===== config.mk =====
export PLATFORM = sky130hd
export DESIGN_NAME = token_frame_tx
export DESIGN_NICKNAME = d
export VERILOG_FILES = /design/src/rtl/cc_frame_pkg.sv /design/src/rtl/frame_chk_accum.sv /design/src/rtl/token_frame_tx.sv
export SDC_FILE = /design/constraint.sdc
export NUM_CORES = 1
export LEC_CHECK = 0
export BUFFER_PORTS_ARGS = -buffer_cell sky130_fd_sc_hd__buf_4
export CAP_MARGIN = 10
export CORE_UTILIZATION = 45
export DETAILED_ROUTE_END_ITERATION = 10
export PLACE_DENSITY_LB_ADDON = 0.1
export RECOVER_POWER = 50
export REMOVE_ABC_BUFFERS = 1
export SYNTH_ARGS = -nofsm -noshare
export SYNTH_HDL_FRONTEND = slang
export SYNTH_SLANG_ARGS = --single-unit
export TNS_END_PERCENT = 1

===== constraint.sdc =====
create_clock -name clk -period 2.45 [get_ports clk]
set_input_delay 0.49 -clock clk [delete_from_list [all_inputs] [get_ports clk]]
set_output_delay 0.49 -clock clk [all_outputs]
set_load 0.01 [all_outputs]

===== src/rtl/cc_frame_pkg.sv =====
// cc_frame_pkg: state encoding, frame geometry and the CRC-8 byte step shared by the token framer
package cc_frame_pkg;
  typedef enum logic [2:0] {IDLE, SYNC, STATUS, TOKEN, TAG, CHECK, GAP} frame_state_e;
  localparam int FRAME_LEN = 13;
  localparam int TOKEN_BEATS = 8;
  localparam int TAG_BEATS = 2;
  localparam logic [7:0] CRC8_POLY = 8'h07;
  function automatic logic [7:0] crc8_byte(input logic [7:0] crc, input logic [7:0] data);
    logic [7:0] c;
    c = crc ^ data;
    for (int i = 0; i < 8; i++) c = c[7] ? ((c << 1) ^ CRC8_POLY) : (c << 1);
    return c;
  endfunction
endpackage


===== src/rtl/frame_chk_accum.sv =====
// frame_chk_accum: running frame check byte, XOR by default or CRC-8 when TOKEN_FRAME_CRC8_EN is defined
module frame_chk_accum (
  input  logic       clk,
  input  logic       rst_n,
  input  logic       i_clr,
  input  logic       i_en,
  input  logic [7:0] i_data,
  output logic [7:0] o_chk
);
  logic [7:0] r_acc;
  logic [7:0] w_next;
`ifdef TOKEN_FRAME_CRC8_EN
  import cc_frame_pkg::*;
  assign w_next = crc8_byte(r_acc, i_data);
`else
  assign w_next = r_acc ^ i_data;
`endif
  always_ff @(posedge clk or negedge rst_n)
    if (!rst_n) r_acc <= '0;
    else if (i_clr) r_acc <= '0;
    else if (i_en) r_acc <= w_next;
  assign o_chk = r_acc;
endmodule


===== src/rtl/token_frame_tx.sv =====
// token_frame_tx: frames a captured token as 13 bytes over valid/ready; TOKEN_FRAME_CRC8_EN selects a CRC-8 check byte
module token_frame_tx
  import cc_frame_pkg::*;
#(
  parameter logic [7:0] SYNC_BYTE  = 8'hA5,
  parameter int         GAP_CYCLES = 2
) (
  input  logic        clk,
  input  logic        rst_n,
  input  logic        start,
  input  logic        token_valid,
  input  logic [63:0] token64,
  input  logic [15:0] token_tag16,
  input  logic        luhn_valid,
  input  logic        meta_valid,
  input  logic        meta_hit,
  output logic [7:0]  byte_out,
  output logic        byte_valid,
  input  logic        byte_ready,
  output logic        frame_busy,
  output logic        frame_done,
  output logic        overrun
);
  frame_state_e r_state, w_next;
  logic [63:0] r_token;
  logic [15:0] r_tag;
  logic        r_luhn, r_mv, r_mh, r_overrun;
  logic [4:0]  r_seq;
  logic [2:0]  r_beat;
  logic [7:0]  r_gap;
  logic        w_xfer, w_cap, w_last_gap, w_tag_end;
  logic [7:0]  w_chk;
  assign w_xfer     = byte_valid & byte_ready;
  assign w_cap      = (r_state == IDLE) & token_valid & !start;
  assign w_last_gap = r_gap == 8'(GAP_CYCLES - 1);
  assign w_tag_end  = (r_state == TAG) & (r_beat == 3'(TAG_BEATS - 1));
  assign byte_valid = (r_state != IDLE) & (r_state != GAP);
  assign frame_busy = r_state != IDLE;
  assign frame_done = w_xfer & (r_state == CHECK) & !start;
  assign overrun    = r_overrun;
  assign byte_out   = r_state == SYNC   ? SYNC_BYTE :
                      r_state == STATUS ? {r_luhn, r_mv, r_mh, r_seq} :
                      r_state == TOKEN  ? r_token[{r_beat, 3'b000} +: 8] :
                      r_state == TAG    ? (r_beat[0] ? r_tag[15:8] : r_tag[7:0]) :
                      r_state == CHECK  ? w_chk : 8'h00;
  always_ff @(posedge clk or negedge rst_n)
    if (!rst_n) r_state <= IDLE;
    else r_state <= w_next;
  always_comb begin
    w_next = r_state;
    if (start) w_next = IDLE;
    else
      case (r_state)
        IDLE:    if (token_valid) w_next = SYNC;
        SYNC:    if (w_xfer) w_next = STATUS;
        STATUS:  if (w_xfer) w_next = TOKEN;
        TOKEN:   if (w_xfer && r_beat == 3'(TOKEN_BEATS - 1)) w_next = TAG;
        TAG:     if (w_xfer && w_tag_end) w_next = CHECK;
        CHECK:   if (w_xfer) w_next = (GAP_CYCLES == 0) ? IDLE : GAP;
        GAP:     if (w_last_gap) w_next = IDLE;
        default: w_next = IDLE;
      endcase
  end
  // one beat counter serves both the token and tag phases, rolling 7->0 into TAG
  always_ff @(posedge clk or negedge rst_n) begin
    if (!rst_n) begin
      r_token   <= '0;
      r_tag     <= '0;
      r_luhn    <= 1'b0;
      r_mv      <= 1'b0;
      r_mh      <= 1'b0;
      r_seq     <= '0;
      r_beat    <= '0;
      r_gap     <= '0;
      r_overrun <= 1'b0;
    end else begin
      if (w_cap) begin
        r_token <= token64;
        r_tag   <= token_tag16;
        r_luhn  <= luhn_valid;
        r_mv    <= meta_valid;
        r_mh    <= meta_hit;
      end
      if (start || w_cap || (w_xfer && w_tag_end)) r_beat <= '0;
      else if (w_xfer && (r_state == TOKEN || r_state == TAG)) r_beat <= r_beat + 3'd1;
      r_gap <= (r_state == GAP && !start) ? r_gap + 8'd1 : '0;
      if (frame_done) r_seq <= r_seq + 5'd1;
      if (start) r_overrun <= 1'b0;
      else if (token_valid && r_state != IDLE) r_overrun <= 1'b1;
    end
  end
  frame_chk_accum u_chk (
    .clk    (clk),
    .rst_n  (rst_n),
    .i_clr  (start | w_cap),
    .i_en   (w_xfer & (r_state == STATUS || r_state == TOKEN || r_state == TAG)),
    .i_data (byte_out),
    .o_chk  (w_chk)
  );
endmodule


==> flow_metrics.tcl, run 1 <==
set metrics [dict create \
    io_buffers 99 \
    path_max_fanout 8 \
    synth_area_leader_cell "dfrtp_1" \
    root_buffer "clkbuf_16" \
    clock-sinks 111 \
    core_area_sq_um 12000 \
    violations "negative setup slack" \
    synth_area_leaders "dfrtp_1 (50%), mux2_2 (19%), mux2i_1 (4.5%)" \
    ant_nets 0 \
    grt_busiest_layer "met2" \
    r2r_start "r_beat[0]" \
    cpPeakStageDelay_ps 480 \
    cts_max_path_buffers 2 \
    clock_latency_ps 360 \
    hold_end "r_token[12]" \
    die_y_um 113 \
    grt_max_degree 62 \
    htreeDepth 3 \
    status "complete, but fails checks" \
    dieArea_sq_um 12700 \
    r2r_cells 9 \
    use_met2_pct 29.9 \
    maxSlewViolCount 0 \
    synth_edf_count 0 \
    leakagePower_nw 2.97 \
    drt_first_pass_iters 4 \
    use_met3_pct 5.30 \
    num_antenna_cells 0 \
    clkSlewWorstSetupHoldPaths_ps 80 \
    crit_required_ps 1960 \
    cp_num_cells 5 \
    setup-violations-final 1 \
    routed_wl_mm 12.0 \
    final_nets 643 \
    grt_pass1_wl_mm 19.7 \
    syn2layout_area_growth_pct 24.1 \
    grt_pass1_vias 3851 \
    yosysTopAreaCellShare_pct 50.3 \
    antenna_found_initial 0 \
    initial_core_util_pct 46.0 \
    worstMarginPinSlew_ps 1190 \
    period_share_pct 105 \
    synth_cells 445 \
    regToRegEndpoint "r_state[1]" \
    async_reset_ff_share_pct 100 \
    peakVddDrop_mv 0.525 \
    cp_cell_sequence "mux2_1 -> a222oi_1 -> o311a_1 -> nor2_1 -> buf_4" \
    critPathSlowestCell "dfrtp_2" \
    synth.avg_cell_area_sq_um 12.4 \
    hold_violations 0 \
    yosysMostFrequentCell "dfrtp_1" \
    synth_seq_area_share_pct 50.3 \
    cts_buffers 9 \
    synth_flop_cell "dfrtp_1" \
    hold_buffers 0 \
    critPathKind "flop to primary output" \
    syn_area_sq_um 5520 \
    fin_crit_ps 2570 \
    cts_tree "done" \
    overflow 0 \
    yosysWarnings 0 \
    crit_family "compound AO/OA/AOI/OAI gates" \
    slew-limit-headroom_pct 20.5 \
    routabilityCongestion 0.793 \
    crit_path_start "r_beat[0]" \
    path_buf_inv 1 \
    max_cap_violations 0 \
    wl_per_cell_um 17.1 \
    cp.arrival_ps 2080 \
    drive_gt1_share_pct 44.8 \
    grt_setup_unrepaired "yes" \
    power.density_nw_per_um2 824 \
    synth-seq-cells 111 \
    dieWidth_um 113 \
    final_cell_area_sq_um 6850 \
    power_mw 5.65 \
    io_pins 100 \
    grt_usage_pct 20.1 \
    start_kind "flop" \
    min_delay_path_depth 2 \
    setup_slack_ps -121 \
    dr.first_iter.drc_count 179 \
    rrSetupSlack_ps 310 \
    hold_class "input port to flop" \
    viasPerCell 5.42 \
    worstHoldStart "token64[12]" \
    rows 40 \
    vias 3797 \
    endpoint_kind "primary output" \
    finalSetupTns_ps -121 \
    finClkSkew_ps 5.79 \
    synthTopCellsByCount "dfrtp_1 (111), mux2_2 (92), a21oi_1 (26)" \
    drc 0 \
    place.detailed.hpwl_mm 8.59 \
    timing.fmax_mhz 389 \
    synth_cell_types 56 \
    place_area_sq_um 6430 \
    met1_usage_pct 28.6 \
]
cells in the final DEF (no fill, tap or decap), drive strengths merged, types with 3 or more instances in the layout:
master  Yosys  layout
buf        20     113
dfrtp     111     111
mux2       93      93
a21oi      26      26
mux2i      25      25
nand2      24      24
nor2       22      22
clkbuf      5      14
nand3      13      13
o21ai      11      11
nand3b      8       8
nand2b      8       8
xor2        7       7
xnor2       6       6
ha          6       6
inv         4       6
a22oi       5       5
mux4        4       4
a2111o      4       4
a221oi      4       4
a211oi      3       3
and2b       3       3
nor2b       3       3
nor3        3       3
clkinv      0       3
sequential cells by signal (all words and copies together) (netlist names):
| signal | count |
|---|---|
| r_gap | 8 |
| overrun | 1 |
| r_mh | 1 |
| r_tag | 16 |
| r_mv | 1 |
| r_token | 64 |
| r_beat | 3 |
| r_luhn | 1 |
| r_state | 3 |
| r_seq | 5 |
| u_chk.o_chk | 8 |
how the worst max path moves through the flow:
stage / to / slack (ps)
4_1_cts: byte_out[1] / -150
2_1_floorplan: r_luhn / -1430
5_1_grt: byte_out[1] / -230
3_3_place_gp: byte_out[3] / 200
6_report: byte_out[1] / -120
3_5_place_dp: byte_out[1] / 160
timing repair:
action	CTS	global route
pin swaps	4	2
gates cloned	0	1
buffers inserted	1	3
setup endpoints to repair	8	8
resized for setup	8	9
routing by layer:
metal	up-vias	wire [um]	part of all wire, %
li1	1837	-	-
met1	1871	5730	48
met2	82	5620	47
met3	7	539	4.5
met4	0	109	0.91
met5	-	0	0
per-stage QoR:
step / worst slack, ps / std cells / hold slack (ps) / util, %
2_1_floorplan: -1430 / 420 / 194 / -
3_3_place_gp: 203 / 680 / 485 / 53.5
3_5_place_dp: 157 / 680 / 473 / 53.5
4_1_cts: -147 / 697 / 165 / 56.6
5_1_grt: -227 / 701 / 342 / 57.1
6_report: -121 / 701 / 357 / 57.1
kinds of logic after synthesis:
group	Yosys count	share of synthesized area, %
xor+xnor	13	2.06
fa+ha+maj	6	1.36
mux	122	25.3
simple gates	96	9.47
flops	111	50.3
compound gates	68	8.27
buf+inv	29	3.24
final cells by class:
class                   instances  area (sq um)
flip-flops and latches        111          2780
clock buffers                   9           225
repair buffers                118           921
fillers                      1032          5160
multi-input cells             305          2620
well taps                     147           184
clock inverters                 7           105
inverters                       4          15.0
power breakdown:
part	switching [mW]	internal (mW)
clock network	0.696	0.912
logic	0.587	0.807
registers	0.294	2.35
(Power assumes the default switching activity.)
==> run 2, diff against run 1 <==
- CORE_MARGIN: unset -> 5
- SKIP_LAST_GASP: unset -> 1
==> run 2 against run 1 <==
The flow still finishes with violations (negative setup slack). Wire length grew 1.5%. Design area shrank 1.7%. Worst hold slack lost 60 ps. Largest power group unchanged. Highest routed layer unchanged.
==> flow_metrics.tcl, run 2 (same netlist as run 1, synthesis figures left out) <==
set metrics [dict create \
    root_buffer "clkbuf_16" \
    critPathSlowestCell "dfrtp_2" \
    violations "negative setup slack" \
    rows 40 \
    clock_latency_ps 350 \
    routed_wl_mm 12.2 \
    top_register "r_token" \
    dieWidth_um 121 \
    comb_power_share_pct 24.7 \
    setup-violations-final 5 \
    grt_usage_pct 17.6 \
    vias 3808 \
    grt_pass1_wl_mm 20.2 \
    hold_violations 0 \
    pwr-share-seq_pct 48.8 \
    cp_cell_sequence "mux2_4 -> a222oi_1 -> o311a_1 -> nor2_2 -> buf_4" \
    io_pins 100 \
    drive_gt1_share_pct 43.0 \
    ant_nets 0 \
    clockPowerShare_pct 26.6 \
    syn2layout_area_growth_pct 22.0 \
    overflow 0 \
    status "complete, but fails checks" \
    top_regs "r_token x64, r_tag x16" \
    layout_common_cells "buf_4 (113), dfrtp_1 (109), mux2_2 (91)" \
    antenna_found_initial 0 \
    timing.fmax_mhz 398 \
    utilization_pct 56.1 \
    place.detailed.hpwl_mm 9.01 \
    path_max_fanout 8 \
    dieArea_sq_um 14600 \
    crit_required_ps 1960 \
    htreeDepth 3 \
    routabilityCongestion 0.793 \
    grt_setup_unrepaired "yes" \
    setup_slack_ps -64.4 \
    drt_first_pass_iters 5 \
    peakVddDrop_mv 0.364 \
    slew-limit-headroom_pct 34.3 \
    largest_register_ffs 64 \
    drc 0 \
    core_area_sq_um 12000 \
    leakagePower_nw 2.94 \
    critPathKind "flop to primary output" \
    initial_core_util_pct 46.0 \
    switching_share_pct 27.3 \
    cts_buffers 9 \
    final_nets 643 \
    mostFrequentLayoutCell "buf_4" \
    viasPerCell 5.44 \
    clkSlewWorstSetupHoldPaths_ps 70 \
    io_buffers 99 \
    clock-sinks 111 \
    endpoint_kind "primary output" \
    p_int_mw 3.94 \
    grt_pass1_vias 3962 \
    grt_max_degree 45 \
    cts_tree "done" \
    cp.arrival_ps 2020 \
    power_mw 5.41 \
    max_cap_violations 0 \
    maxSlewViolCount 0 \
    cpPeakStageDelay_ps 490 \
    fillers 1070 \
    die_y_um 121 \
    switchingPower_mw 1.48 \
    worstMarginPinSlew_ps 985 \
    start_kind "flop" \
    hold_class "input port to async pin" \
    power.density_nw_per_um2 803 \
    fin_crit_ps 2510 \
    cts_max_path_buffers 2 \
    num_antenna_cells 0 \
    period_share_pct 103 \
    finClkSkew_ps 8.85 \
    dr.first_iter.drc_count 170 \
    wl_per_cell_um 17.4 \
]
-- run 2: cell count changes in the layout (fill, tap and decap cells not counted), moves of 2 or more --
| cell | before | now |
|---|---|---|
| clkbuf_1 | 1 | 3 |
| a21oi_2 | 2 | 0 |
| buf_12 | 2 | 0 |
| mux4_1 | 0 | 3 |
| a221oi_4 | 2 | 0 |
| a21oi_1 | 24 | 26 |
| mux4_2 | 4 | 1 |
| inv_8 | 2 | 0 |
| buf_4 | 110 | 113 |
| o22ai_1 | 0 | 2 |
| mux2_4 | 0 | 2 |
-- run 2: path summary, 6_finish.rpt --
kind | slack, ps | to | start | depth (start not counted)
setup reg to reg | 270 | u_chk.o_chk[1] | r_beat[0] | 6
max in group asynchronous | 610 | r_beat[0] | rst_n | 2
hold / removal | 300 | r_tag[15] | rst_n | 1
min in group clk | 360 | r_token[2] | token64[2] | 2
setup / recovery | -60 | byte_out[1] | r_beat[0] | 5
hold reg to reg | 500 | r_seq[4] | r_seq[4] | 1
-- run 2: cell type report --
cell class	instances	area, sq um	area share [%]
Timing Repair Buffer	118	882	13.1
Clock buffer	11	233	3.45
Inverter	4	15.0	0.223
Clock inverter	4	55.1	0.817
Multi-Input combinational cell	305	2590	38.4
Tap cell	147	184	2.73
Sequential cell	111	2780	41.3
-- run 2: power groups by stage --
| stage | registers [mW] | clock network [mW] | logic (mW) |
|---|---|---|---|
| 6_report | 2.64 | 1.44 | 1.33 |
| 5_1_grt | 2.71 | 1.56 | 1.49 |
| 4_1_cts | 2.64 | 1.49 | 1.35 |
| 3_5_place_dp | 2.67 | 0 | 1.34 |
| 3_3_place_gp | 2.66 | 0 | 1.30 |
| 2_1_floorplan | 2.59 | 0 | 0.928 |
-- run 2: per-stage QoR --
step	hold slack, ps	setup WS (ps)	setup TNS [ps]	cells	area (sq um)
3_5_place_dp	479	213	0	681	6430
4_1_cts	135	-80.0	-413	699	6750
6_report	297	-64.4	-226	700	6740
3_3_place_gp	483	237	0	681	6430
2_1_floorplan	194	-1430	-121310	420	5360
5_1_grt	349	-175	-1150	700	6740
-- run 2: metal layers --
layer	vias up	GRT usage, %	wire length (um)
met5	-	0	0
met4	0	6.02	204
met3	16	5.33	685
met2	85	26.8	5700
met1	1878	24.1	5600
li1	1829	-	-
-- run 2: worst max-delay path, delay by kind of cell, from the launching register on --
family | cells | cell delay (ps)
compound gates | 2 | 660
mux | 1 | 320
flops | 1 | 490
buf+inv | 1 | 150
simple gates | 1 | 60
-- run 2: timing repair --
action                     CTS  global route
gates resized for setup      4             4
pin swaps                    3             3
buffers inserted             3             1
setup endpoints to repair    8             8
hold endpoints to repair     0             0
hold buffers                 0             0
==> run 3, diff against run 2 <==
- BUFFER_PORTS_ARGS: -buffer_cell sky130_fd_sc_hd__buf_4 -> unset
- DONT_BUFFER_PORTS: unset -> 1
==> run 3 against run 2 <==
Clock-buffer cell count did not move. Critical path type unchanged. Global-route usage is 1.3 points lower. Largest cell class unchanged. Sequential power about the same. Critical endpoint unchanged. Register-to-register slack better by 200 ps. Non-clock buffer count shrank 105. Die area unchanged. The flow finishes with violations (negative hold slack). Flip-flop and latch count unchanged.
==> flow_metrics.tcl, run 3 (same netlist as run 1, synthesis figures left out) <==
set metrics [dict create \
    crit_family "compound AO/OA/AOI/OAI gates" \
    worstMarginPinSlew_ps 463 \
    core_area_sq_um 12000 \
    final_cell_area_sq_um 6000 \
    cp_cell_sequence "mux2_1 -> a222oi_1 -> o311a_1 -> nor2_1" \
    power.density_nw_per_um2 890 \
    antenna_found_initial 1 \
    place.detailed.hpwl_mm 8.27 \
    pwr-share-seq_pct 49.6 \
    top_regs "r_token x64, r_tag x16" \
    switching_share_pct 26.0 \
    cts_buffers 9 \
    root_buffer "clkbuf_16" \
    crit_required_ps 1960 \
    endpoint_kind "primary output" \
    max_cap_violations 0 \
    die_y_um 121 \
    finClkSkew_ps 7.28 \
    fillers 1081 \
    violations "negative hold slack" \
    io_pins 100 \
    hold_slack_ps -168 \
    routabilityCongestion 0.782 \
    dr.first_iter.drc_count 180 \
    period_share_pct 99.7 \
    p_int_mw 3.95 \
    syn2layout_area_growth_pct 8.65 \
    critPathSlowestCell "dfrtp_2" \
    cpPeakStageDelay_ps 470 \
    cp.arrival_ps 1950 \
    fin_crit_ps 2440 \
    grt_max_degree 112 \
    status "complete, but fails checks" \
    dieArea_sq_um 14600 \
    top_register "r_token" \
    layout_common_cells "dfrtp_1 (108), mux2_2 (92), a21oi_1 (26)" \
    hold_class "input port to async pin" \
    largest_register_ffs 64 \
    clock-sinks 111 \
    peakVddDrop_mv 0.530 \
    leakagePower_nw 2.46 \
    place_area_sq_um 5640 \
    rows 40 \
    timing.fmax_mhz 409 \
    utilization_pct 50.0 \
    drt_first_pass_iters 4 \
    path_max_fanout 7 \
    routed_wl_mm 11.4 \
    drive_gt1_share_pct 30.1 \
    clkSlewWorstSetupHoldPaths_ps 70 \
    initial_core_util_pct 46.0 \
    clockPowerShare_pct 29.7 \
    hold_violations 111 \
    rrSetupSlack_ps 470 \
    mostFrequentLayoutCell "dfrtp_1" \
    slew-limit-headroom_pct 69.1 \
    multi_input_area_sq_um 2580 \
    regArea_sq_um 2780 \
    switchingPower_mw 1.39 \
    wl_per_cell_um 19.2 \
    cts_tree "done" \
    dieWidth_um 121 \
    grt_usage_pct 16.4 \
    fin_cells 595 \
    grt_pass1_vias 3632 \
    start_kind "flop" \
    final_nets 538 \
    grt_setup_unrepaired "yes" \
    setup-violations-final 0 \
    maxSlewViolCount 0 \
    num_antenna_cells 0 \
    htreeDepth 3 \
    critPathKind "flop to primary output" \
    clock_latency_ps 350 \
    path_buf_inv 0 \
    viasPerCell 5.69 \
    ant_nets 0 \
    cts_max_path_buffers 2 \
    drc 0 \
    io_buffers 0 \
    dpl.cell_count 578 \
    vias 3384 \
    grt_pass1_wl_mm 18.7 \
    comb_power_share_pct 20.7 \
    overflow 0 \
]
run 3: cell count changes in the layout (fill, tap and decap cells not counted), moves of 2 or more:
cell	previous run	this run
buf_4	113	11
mux2_4	2	0
clkbuf_2	3	0
clkbuf_8	0	2
clkbuf_1	3	0
run 3: metrics by stage:
step	TNS [ps]	worst slack, ps	power (mW)	hold slack, ps
finish	0	6.25	5.34	-168
global placement	0	305	3.75	198
CTS	-41.6	-41.6	5.42	-189
detailed placement	0	276	3.80	200
global route	-234	-65.6	5.65	-191
floorplan	-121310	-1430	3.51	194
run 3: final timing paths:
path	from	to	cells past startpoint
max	r_beat[0]	byte_out[1]	4
min	rst_n	r_token[32]	0
max reg2reg	r_beat[0]	r_state[1]	8
min reg2reg	r_seq[4]	r_seq[4]	1
max in group asynchronous	rst_n	r_token[36]	0
min in group clk	start	r_state[1]	1
run 3: power by group through the flow:
stage | Sequential, mW | Combinational, mW | Clock (mW)
after floorplan | 2.59 | 0.928 | 0
after global placement | 2.68 | 1.08 | 0
after detailed placement | 2.69 | 1.12 | 0
after CTS | 2.65 | 1.12 | 1.65
after global routing | 2.72 | 1.23 | 1.71
final | 2.65 | 1.11 | 1.59
run 3: routing by layer:
metal  global-route usage (%)  routed length (um)  up-vias
met1                     21.6                5170     1670
met2                     25.2                5310       78
met5                        0                  10        -
met3                     5.75                 723       15
li1                         -                   -     1619
met4                     5.59                 190        2
run 3: layout make-up:
cell class              count  share of cell area (%)
multi-input cells         305                    43.0
inverters                   4                   0.250
repair buffers             13                    1.90
flip-flops and latches    111                    46.3
clock inverters             4                    1.27
clock buffers              11                    4.21
well taps                 147                    3.06
run 3: worst register-to-register path: cells and delay by family, from the launching register on:
| family | cells | cell delay, ps |
|---|---|---|
| AOI/OAI and AO/OA | 4 | 750 |
| DFF | 1 | 450 |
| adders and majority gates | 2 | 350 |
| buffers and inverters | 1 | 210 |
| and+or+nand+nor | 1 | 120 |
run 3: what timing repair did:
action | CTS | global route
endpoints found under the hold margin | 111 | 111
buffers inserted | 2 | 0
endpoints found under the setup margin | 8 | 7
pin swaps | 0 | 0
resized for setup | 2 | 3
cloned | 0 | 0
